[src/rtl/serial_adder_if.sv]
// Operand/result bundle for the bit-serial adder: request side drives operands,
// adder side returns busy/done and the registered result.
interface serial_adder_if #(
    parameter int WIDTH = 8
);
    logic             start;
    logic [WIDTH-1:0] a;
    logic [WIDTH-1:0] b;
    logic             cin;
    logic             busy;
    logic             done;
    logic [WIDTH-1:0] sum;
    logic             cout;

    modport master (
        output start, a, b, cin,
        input  busy, done, sum, cout
    );

    modport slave (
        input  start, a, b, cin,
        output busy, done, sum, cout
    );
endinterface

[src/rtl/serial_adder_dut.sv]
// Bit-serial adder: one full-adder bit per clock, LSB first, single registered carry.
// Result and carry-out update together with a one-cycle done pulse after WIDTH clocks.
module serial_adder_dut #(
    parameter int WIDTH = 8
) (
    input  logic          clk,
    input  logic          rst,
    serial_adder_if.slave bus
);

    localparam int CNT_W = (WIDTH > 1) ? $clog2(WIDTH) : 1;
    localparam logic [CNT_W-1:0] LAST = CNT_W'(WIDTH - 1);

    typedef enum logic {
        IDLE = 1'b0,
        RUN  = 1'b1
    } state_t;

    // Returns {carry_out, sum_bit}.
    function automatic logic [1:0] full_add(input logic x, input logic y, input logic ci);
        return {(x & y) | (ci & (x ^ y)), x ^ y ^ ci};
    endfunction

    state_t           state_q, state_d;
    logic [WIDTH-1:0] ra_q, ra_d;
    logic [WIDTH-1:0] rb_q, rb_d;
    logic [WIDTH-2:0] rs_q, rs_d;
    logic             carry_q, carry_d;
    logic [CNT_W-1:0] cnt_q, cnt_d;
    logic [WIDTH-1:0] sum_q, sum_d;
    logic             cout_q, cout_d;
    logic             done_q, done_d;

    logic [1:0]       fa;
    logic [WIDTH-1:0] shifted;

    // rs only keeps the upper WIDTH-1 result bits; the bit produced on the
    // final edge goes straight into sum.
    always_comb begin
        state_d = state_q;
        ra_d    = ra_q;
        rb_d    = rb_q;
        rs_d    = rs_q;
        carry_d = carry_q;
        cnt_d   = cnt_q;
        sum_d   = sum_q;
        cout_d  = cout_q;
        done_d  = 1'b0;
        fa      = full_add(ra_q[0], rb_q[0], carry_q);
        shifted = {fa[0], rs_q};

        case (state_q)
            IDLE: begin
                if (bus.start) begin
                    ra_d    = bus.a;
                    rb_d    = bus.b;
                    carry_d = bus.cin;
                    cnt_d   = '0;
                    state_d = RUN;
                end
            end
            RUN: begin
                carry_d = fa[1];
                rs_d    = shifted[WIDTH-1:1];
                ra_d    = {1'b0, ra_q[WIDTH-1:1]};
                rb_d    = {1'b0, rb_q[WIDTH-1:1]};
                cnt_d   = cnt_q + CNT_W'(1);
                if (cnt_q == LAST) begin
                    sum_d   = shifted;
                    cout_d  = fa[1];
                    done_d  = 1'b1;
                    state_d = IDLE;
                end
            end
            default: state_d = IDLE;
        endcase
    end

    always_ff @(posedge clk or posedge rst) begin
        if (rst) begin
            state_q <= IDLE;
            ra_q    <= '0;
            rb_q    <= '0;
            rs_q    <= '0;
            carry_q <= 1'b0;
            cnt_q   <= '0;
            sum_q   <= '0;
            cout_q  <= 1'b0;
            done_q  <= 1'b0;
        end else begin
            state_q <= state_d;
            ra_q    <= ra_d;
            rb_q    <= rb_d;
            rs_q    <= rs_d;
            carry_q <= carry_d;
            cnt_q   <= cnt_d;
            sum_q   <= sum_d;
            cout_q  <= cout_d;
            done_q  <= done_d;
        end
    end

    assign bus.busy = (state_q == RUN);
    assign bus.done = done_q;
    assign bus.sum  = sum_q;
    assign bus.cout = cout_q;

endmodule

[src/flat_wrapper.sv]
// flat-port wrapper written by rule: the top's interface ports become plain ports
module serial_adder_dut_flat 
#(
    parameter int WIDTH = 8
)
  (clk, rst, bus_start, bus_a, bus_b, bus_cin, bus_busy, bus_done, bus_sum, bus_cout);
  serial_adder_if #(.WIDTH(WIDTH)) bus_i ();
  input  logic clk;
  input  logic rst;
  input wire logic [$bits(bus_i.start)-1:0] bus_start;
  input wire logic [$bits(bus_i.a)-1:0] bus_a;
  input wire logic [$bits(bus_i.b)-1:0] bus_b;
  input wire logic [$bits(bus_i.cin)-1:0] bus_cin;
  output wire logic [$bits(bus_i.busy)-1:0] bus_busy;
  output wire logic [$bits(bus_i.done)-1:0] bus_done;
  output wire logic [$bits(bus_i.sum)-1:0] bus_sum;
  output wire logic [$bits(bus_i.cout)-1:0] bus_cout;
  assign bus_i.start = bus_start;
  assign bus_i.a = bus_a;
  assign bus_i.b = bus_b;
  assign bus_i.cin = bus_cin;
  assign bus_busy = bus_i.busy;
  assign bus_done = bus_i.done;
  assign bus_sum = bus_i.sum;
  assign bus_cout = bus_i.cout;
  serial_adder_dut #(.WIDTH(WIDTH)) u_core (.clk(clk), .rst(rst), .bus(bus_i));
endmodule
[config.mk]
export PLATFORM = sky130hd
export DESIGN_NAME = serial_adder_dut_flat
export DESIGN_NICKNAME = d
export VERILOG_FILES = /design/src/rtl/serial_adder_if.sv /design/src/rtl/serial_adder_dut.sv /design/src/flat_wrapper.sv
export SDC_FILE = /design/constraint.sdc
export NUM_CORES = 1
export LEC_CHECK = 0
export CORE_MARGIN = 3
export CORE_UTILIZATION = 46
export CTS_BUF_LIST = sky130_fd_sc_hd__clkbuf_8
export CTS_CLUSTER_SIZE = 12
export DETAILED_ROUTE_END_ITERATION = 7
export PLACE_DENSITY = 0.75
export SETUP_SLACK_MARGIN = 0.5
export SYNTH_ARGS = -nofsm -noshare
export SYNTH_HDL_FRONTEND = slang
export SYNTH_SLANG_ARGS = --single-unit
[constraint.sdc]
create_clock -name clk -period 1.3 [get_ports clk]
set_input_delay 0.26 -clock clk [delete_from_list [all_inputs] [get_ports clk]]
set_output_delay 0.26 -clock clk [all_outputs]
set_load 0.03 [all_outputs]
Word level (Yosys, flattened, before mapping)
Index checks and enable logic that the tools add are counted.

Flip-flop bits (word level): 38. Input port bits: 20. Output and inout bits: 11. Logic and storage cells: 32.

Add/sub/neg operators: 1. Equality and inequality tests: 2. Muxes and demuxes: 13. Bitwise gates (word level): 6. Reductions and logical operators: 1.

Operator list (number): $pmux 8 s2 (2); $mux 8 (2); $pmux 3 s2 (1); $mux 1 (5); $pmux 1 s2 (2); $add 3x1->3 const B (1); $eq 3x3->1 const B (1); $mux 3 (1); $and 1x1->1 (2); $ne 2x2->1 const B (1); $reduce_and 2->1 (1); $xor 1x1->1 (2); $not 1->1 (1); $or 1x1->1 (1).

Logic depth before layout (Yosys ltp)
Depth in word-level cells: 4. Gate-level depth with buffers: 5. Gate-level depth less buffers: 4.

Worst setup path after synthesis
No wires, ideal clock.

Path type: register to register. From: reg u_core.cnt_q[0]. To: reg u_core.cout_q, in the netlist u_core.bus.cout. Library setup time: 0.125 ns. Data arrival time: 1.280 ns. Required time: 1.175 ns. Setup slack: -0.105 ns. Cell stages (with the launch flop): 6. Buffers on the path: 1. Clock period less this slack: 1.405 ns. Cells stage by stage: dfrtp_1 ha_1 ha_1 nand2_4 buf_6 mux2_4.

Word-level cells in the longest chain between the ends: 2.

Ends and longest elaborated chain: from (decl) (line serial_adder_dut.sv:29) `logic [CNT_W-1:0] cnt_q, cnt_d;`; from (signal assigned) (line serial_adder_dut.sv:96) `cnt_q <= cnt_d;`; $eq 3x3->1 (line serial_adder_dut.sv:68) `if (cnt_q == LAST) begin`; $reduce_and 2->1 (no source line); to (signal assigned) (line serial_adder_dut.sv:98) `cout_q <= cout_d;`; to (decl) (line serial_adder_dut.sv:31) `logic cout_q, cout_d;`.

Every way passes these cells. A chain may end at the register's enable or synchronous reset.

Final worst setup path
From: reg u_core.cnt_q[1]. To: reg u_core.sum_q[4], in the netlist u_core.bus.sum[4].

Word-level cells in the longest chain between the ends: 2.

Ends and longest elaborated chain: $eq 3x3->1 (line serial_adder_dut.sv:68); $reduce_and 2->1 (no source line); to (signal assigned) (line serial_adder_dut.sv:97) `sum_q <= sum_d;`; to (decl) (line serial_adder_dut.sv:30) `logic [WIDTH-1:0] sum_q, sum_d;`.

Every way passes these cells.

==> impl_results.md <==
- Critical path launch point type: register
- Synth area leader: dfrtp_1
- Hold_ws: around 0.36 ns
- Total power: slightly above 0.007 W
- WP buf/inv: 0
- R2R Path End: u_core.bus.sum[4]$_DFFE_PP0P_
- Die Height: approximately 66 um
- Mapped Cells: around 130
- Starting density of the core: just under 50%
- Pleak: about 1.4 nW
- Clk sinks: 38
- Final setup viols: 9
- Area of the multi-input gates: approximately 860 um2
- Synth Area in Adders: 2.73%
- Psw: approximately 0.0025 W
- Cell repeated most along the worst path: ha_4
- Register area share after synthesis: between 50 and 60%
- Hold WC Path Type: input port to async pin
- Via count: about 1200
- Delay of the slowest cell on the worst path: about 0.43 ns
- Routed WL per cell: between 15 and 20 um
- Failing checks: negative setup slack
- Proportion of netlist area held by the largest area contributor: 57.6%
- CTS Root Cell: clkbuf_8
- Total GRT Usage: between 20% and 30%
- Mux cell area share after synthesis: a little under a quarter
- Crit. End Element: register
- Worst path required time: roughly 1.5 ns
- Peak supply drop: approximately 0.0013 V
- Clk_skew: 0.00429 ns
- Final Critical Period: ~1.3 ns
- Xor and xnor area share after synthesis: 0%
- Clock buffer depth: 2
- Critical Path Sink: u_core.bus.sum[4]$_DFFE_PP0P_
- Final instance area: roughly 2800 um2
- First-pass GRT wire length: ~6.4 mm
- Synth top area cells: dfrtp_1, mux2i_1, mux2_4, mux2_2, o21ai_0
- RSZ-0062 raised after global routing: true
- Outcome: complete, but fails checks
- Row cnt: 21
- Largest net degree at the start of global routing: 39
- Synthesized flop and latch total: 38
- Synth Area per Inst: roughly 13 um2
- Antenna Nets Post-Route: 0
- Critical path depth: 4
- Final WL: 4.27 mm
- Flop2flop setup slack: -0.03 ns
- Drt pass-1 iters: 4
- Final worst setup slack: -0.0255 ns
- Vias in the first global route: 1286
- CTS tree: done
- Sw Share: between 30 and 40%
- CTS Buf Count: 5
- Post-synthesis compound-gate area fraction: 5.61%
- Congestion Overflow GR: 0
- Core Area: approximately 3400 um2
- Post-synth net total: around 150
- # IOs: 31
- Register Area: 952 um2
- Clock slew at reported path FFs: about 0.070 ns
- Initial antenna violation count: 0
- CTS H-tree lvls: 2
- DP Worst Slack: -0.109 ns
- Synth Area in Simple Gates: about 6%
- Final hold violations: 0
- Mapped Area: approximately 1700 um2
- Final Wtd Congestion: slightly above 0.7
- Skew-Pair Late Insertion Delay: approximately 0.29 ns
- Diodes inserted: 0
- Clock power frac: around a tenth
- Worst flop-to-flop path startpoint: u_core.cnt_q[1]$_DFFE_PP0P_
- Critical Path Start: u_core.cnt_q[1]$_DFFE_PP0P_
- IO buf count: 30
- Yosys warning total: 0
- Crit path DAT: about 1.5 ns
- Placement Cell Area: 2050 um2
- Pwr/cell area: about 2500 nW/um2
- Max Cap Viol: 0
- Width of the die: approximately 66 um
- Max Clk Rate: approximately 750 MHz
- Initial DRC count: 58
- # fillers: between 150 and 200
- Distinct cells, synth: 17
- Layout cells sized above 1: a little under three fifths
- Final non-filler cell total: ~240
- Fin crit share: 102%
- Post-DR vias/cell: between 5 and 6
- Max transition margin: between 80% and 90%
- Internal power component: roughly 0.0045 W
- DP HPWL: around 1.9 mm
- Nets: around 220
- Die area: approximately 4300 um2
- Seq pwr share: between 30% and 40%
- DRC: 0
- Largest family of logic cells by synthesized area: multiplexers
- Top delay family on crit path: flip-flops
- R2R cell count: 4
- Critical path cell sequence: ha_4 > ha_4 > nand2_4 > mux2_4
- CP max stage cell: dfrtp_1
- Area Growth Syn to Fin: 68.8%
- Combinational share of power: roughly three fifths
- DP Cell Count: 200
- WS Path Type: register to register
- Slew Limit Fails: 0
- Worst Tran Pin Value: between 0.2 and 0.3 ns
- Crit path max fanout: 5
cell usage after synthesis:
| library cell | number |
|---|---|
| o21ai_0 | 17 |
| mux2_2 | 8 |
| buf_4 | 2 |
| mux2i_1 | 18 |
| nand2_1 | 17 |
| nand2b_1 | 3 |
| buf_6 | 3 |
| dfrtp_1 | 38 |
| mux2_4 | 8 |
| fa_1 | 1 |
| buf_2 | 2 |
| ha_1 | 2 |
| o21a_1 | 1 |
| nor2_1 | 2 |
| inv_1 | 2 |
| clkbuf_1 | 1 |
| nand2_4 | 1 |
final cells by class:
cell class                 count  area share (%)
inverter                       2           0.404
clock inverter                 2           0.359
tap                           46            2.07
clock buffer                   5            2.47
multi-input combinational     79            30.9
sequential                    38            34.2
timing repair buffer          67            29.6
worst min path at each step:
| stage | end | slack [ns] | depth (start not counted) |
|---|---|---|---|
| 6_report | u_core.rs_q[5]$_DFFE_PP0P_ | 0.36 | 3 |
| 3_3_place_gp | u_core.ra_q[6]$_DFFE_PP0P_ | 0.47 | 2 |
| 5_1_grt | u_core.bus.sum[2]$_DFFE_PP0P_ | 0.39 | 3 |
| 2_1_floorplan | u_core.bus.cout$_DFFE_PP0P_ | 0.23 | 1 |
| 4_1_cts | u_core.ra_q[4]$_DFFE_PP0P_ | 0.37 | 3 |
| 3_5_place_dp | u_core.rb_q[2]$_DFFE_PP0P_ | 0.48 | 2 |
cell families after synthesis:
logic type | count (synthesis)
AOI/OAI and AO/OA | 18
adders and majority gates | 3
buffers and inverters | 10
DFF | 38
muxes | 34
and+or+nand+nor | 23
tightest hold or removal path, stage by stage:
cell and delay (ns):
clkdlybuf4s50_1 0.44, clkinvlp_4 0.10, buf_12 0.21
metal layers:
layer,routed length [um],up-vias,track usage [%]
met5,0,-,0
met1,1730,601,24.1
met4,67,0,5.44
met2,2300,30,34.9
met3,177,6,5.61
li1,-,565,-
layout by cell type (no fill, tap or decap):
| master | count |
|---|---|
| buf_12 | 4 |
| buf_16 | 4 |
| buf_4 | 15 |
| buf_6 | 20 |
| buf_8 | 2 |
| bufbuf_16 | 1 |
| clkbuf_16 | 2 |
| clkbuf_2 | 1 |
| clkbuf_8 | 5 |
| clkdlybuf4s50_1 | 18 |
| clkinv_2 | 2 |
| clkinvlp_4 | 1 |
| dfrtp_1 | 37 |
| dfrtp_2 | 1 |
| fa_2 | 1 |
| ha_4 | 2 |
| inv_1 | 1 |
| mux2_4 | 16 |
| mux2i_1 | 17 |
| mux2i_4 | 1 |
| nand2_1 | 3 |
| nand2_2 | 7 |
| nand2_4 | 8 |
| nand2_8 | 1 |
| nand2b_1 | 2 |
| nand2b_4 | 1 |
| nor2_4 | 2 |
| o21a_1 | 1 |
| o21ai_1 | 6 |
| o21ai_2 | 10 |
| o21ai_4 | 1 |
power groups by stage:
stage	Combinational, W	Clock, W	Sequential, W
after floorplan	0.00138	0	0.00226
after global routing	0.00441	0.000822	0.00222
after detailed placement	0.00214	0	0.00205
after CTS	0.00337	0.000761	0.00207
after global placement	0.00208	0	0.00202
final	0.00417	0.000743	0.00217
flip-flops by register name, summed over array words and instances, names as in the netlist:
name,cells
u_core.bus.busy,1
u_core.bus.cout,1
u_core.bus.done,1
u_core.bus.sum,8
u_core.carry_q,1
u_core.cnt_q,3
u_core.ra_q,8
u_core.rb_q,8
u_core.rs_q,7
through the flow:
stage,util [%],setup TNS [ns]
floorplan,-,-0.176
global placement,60.5,-1.05
detailed placement,60.5,-1.69
CTS,74.6,-0.0935
global route,82.2,-0.229
finish,82.2,-0.114
timing repair:
| item | CTS | global route |
|---|---|---|
| pin swaps | 5 | 3 |
| hold endpoints to repair | 0 | 0 |
| setup endpoints to repair | 49 | 49 |
| hold buffers | 0 | 0 |
| buffers inserted | 17 | 7 |
| gates cloned | 6 | 2 |
| gates resized for setup | 82 | 41 |
No activity file was read; power rests on OpenSTA's default activity.
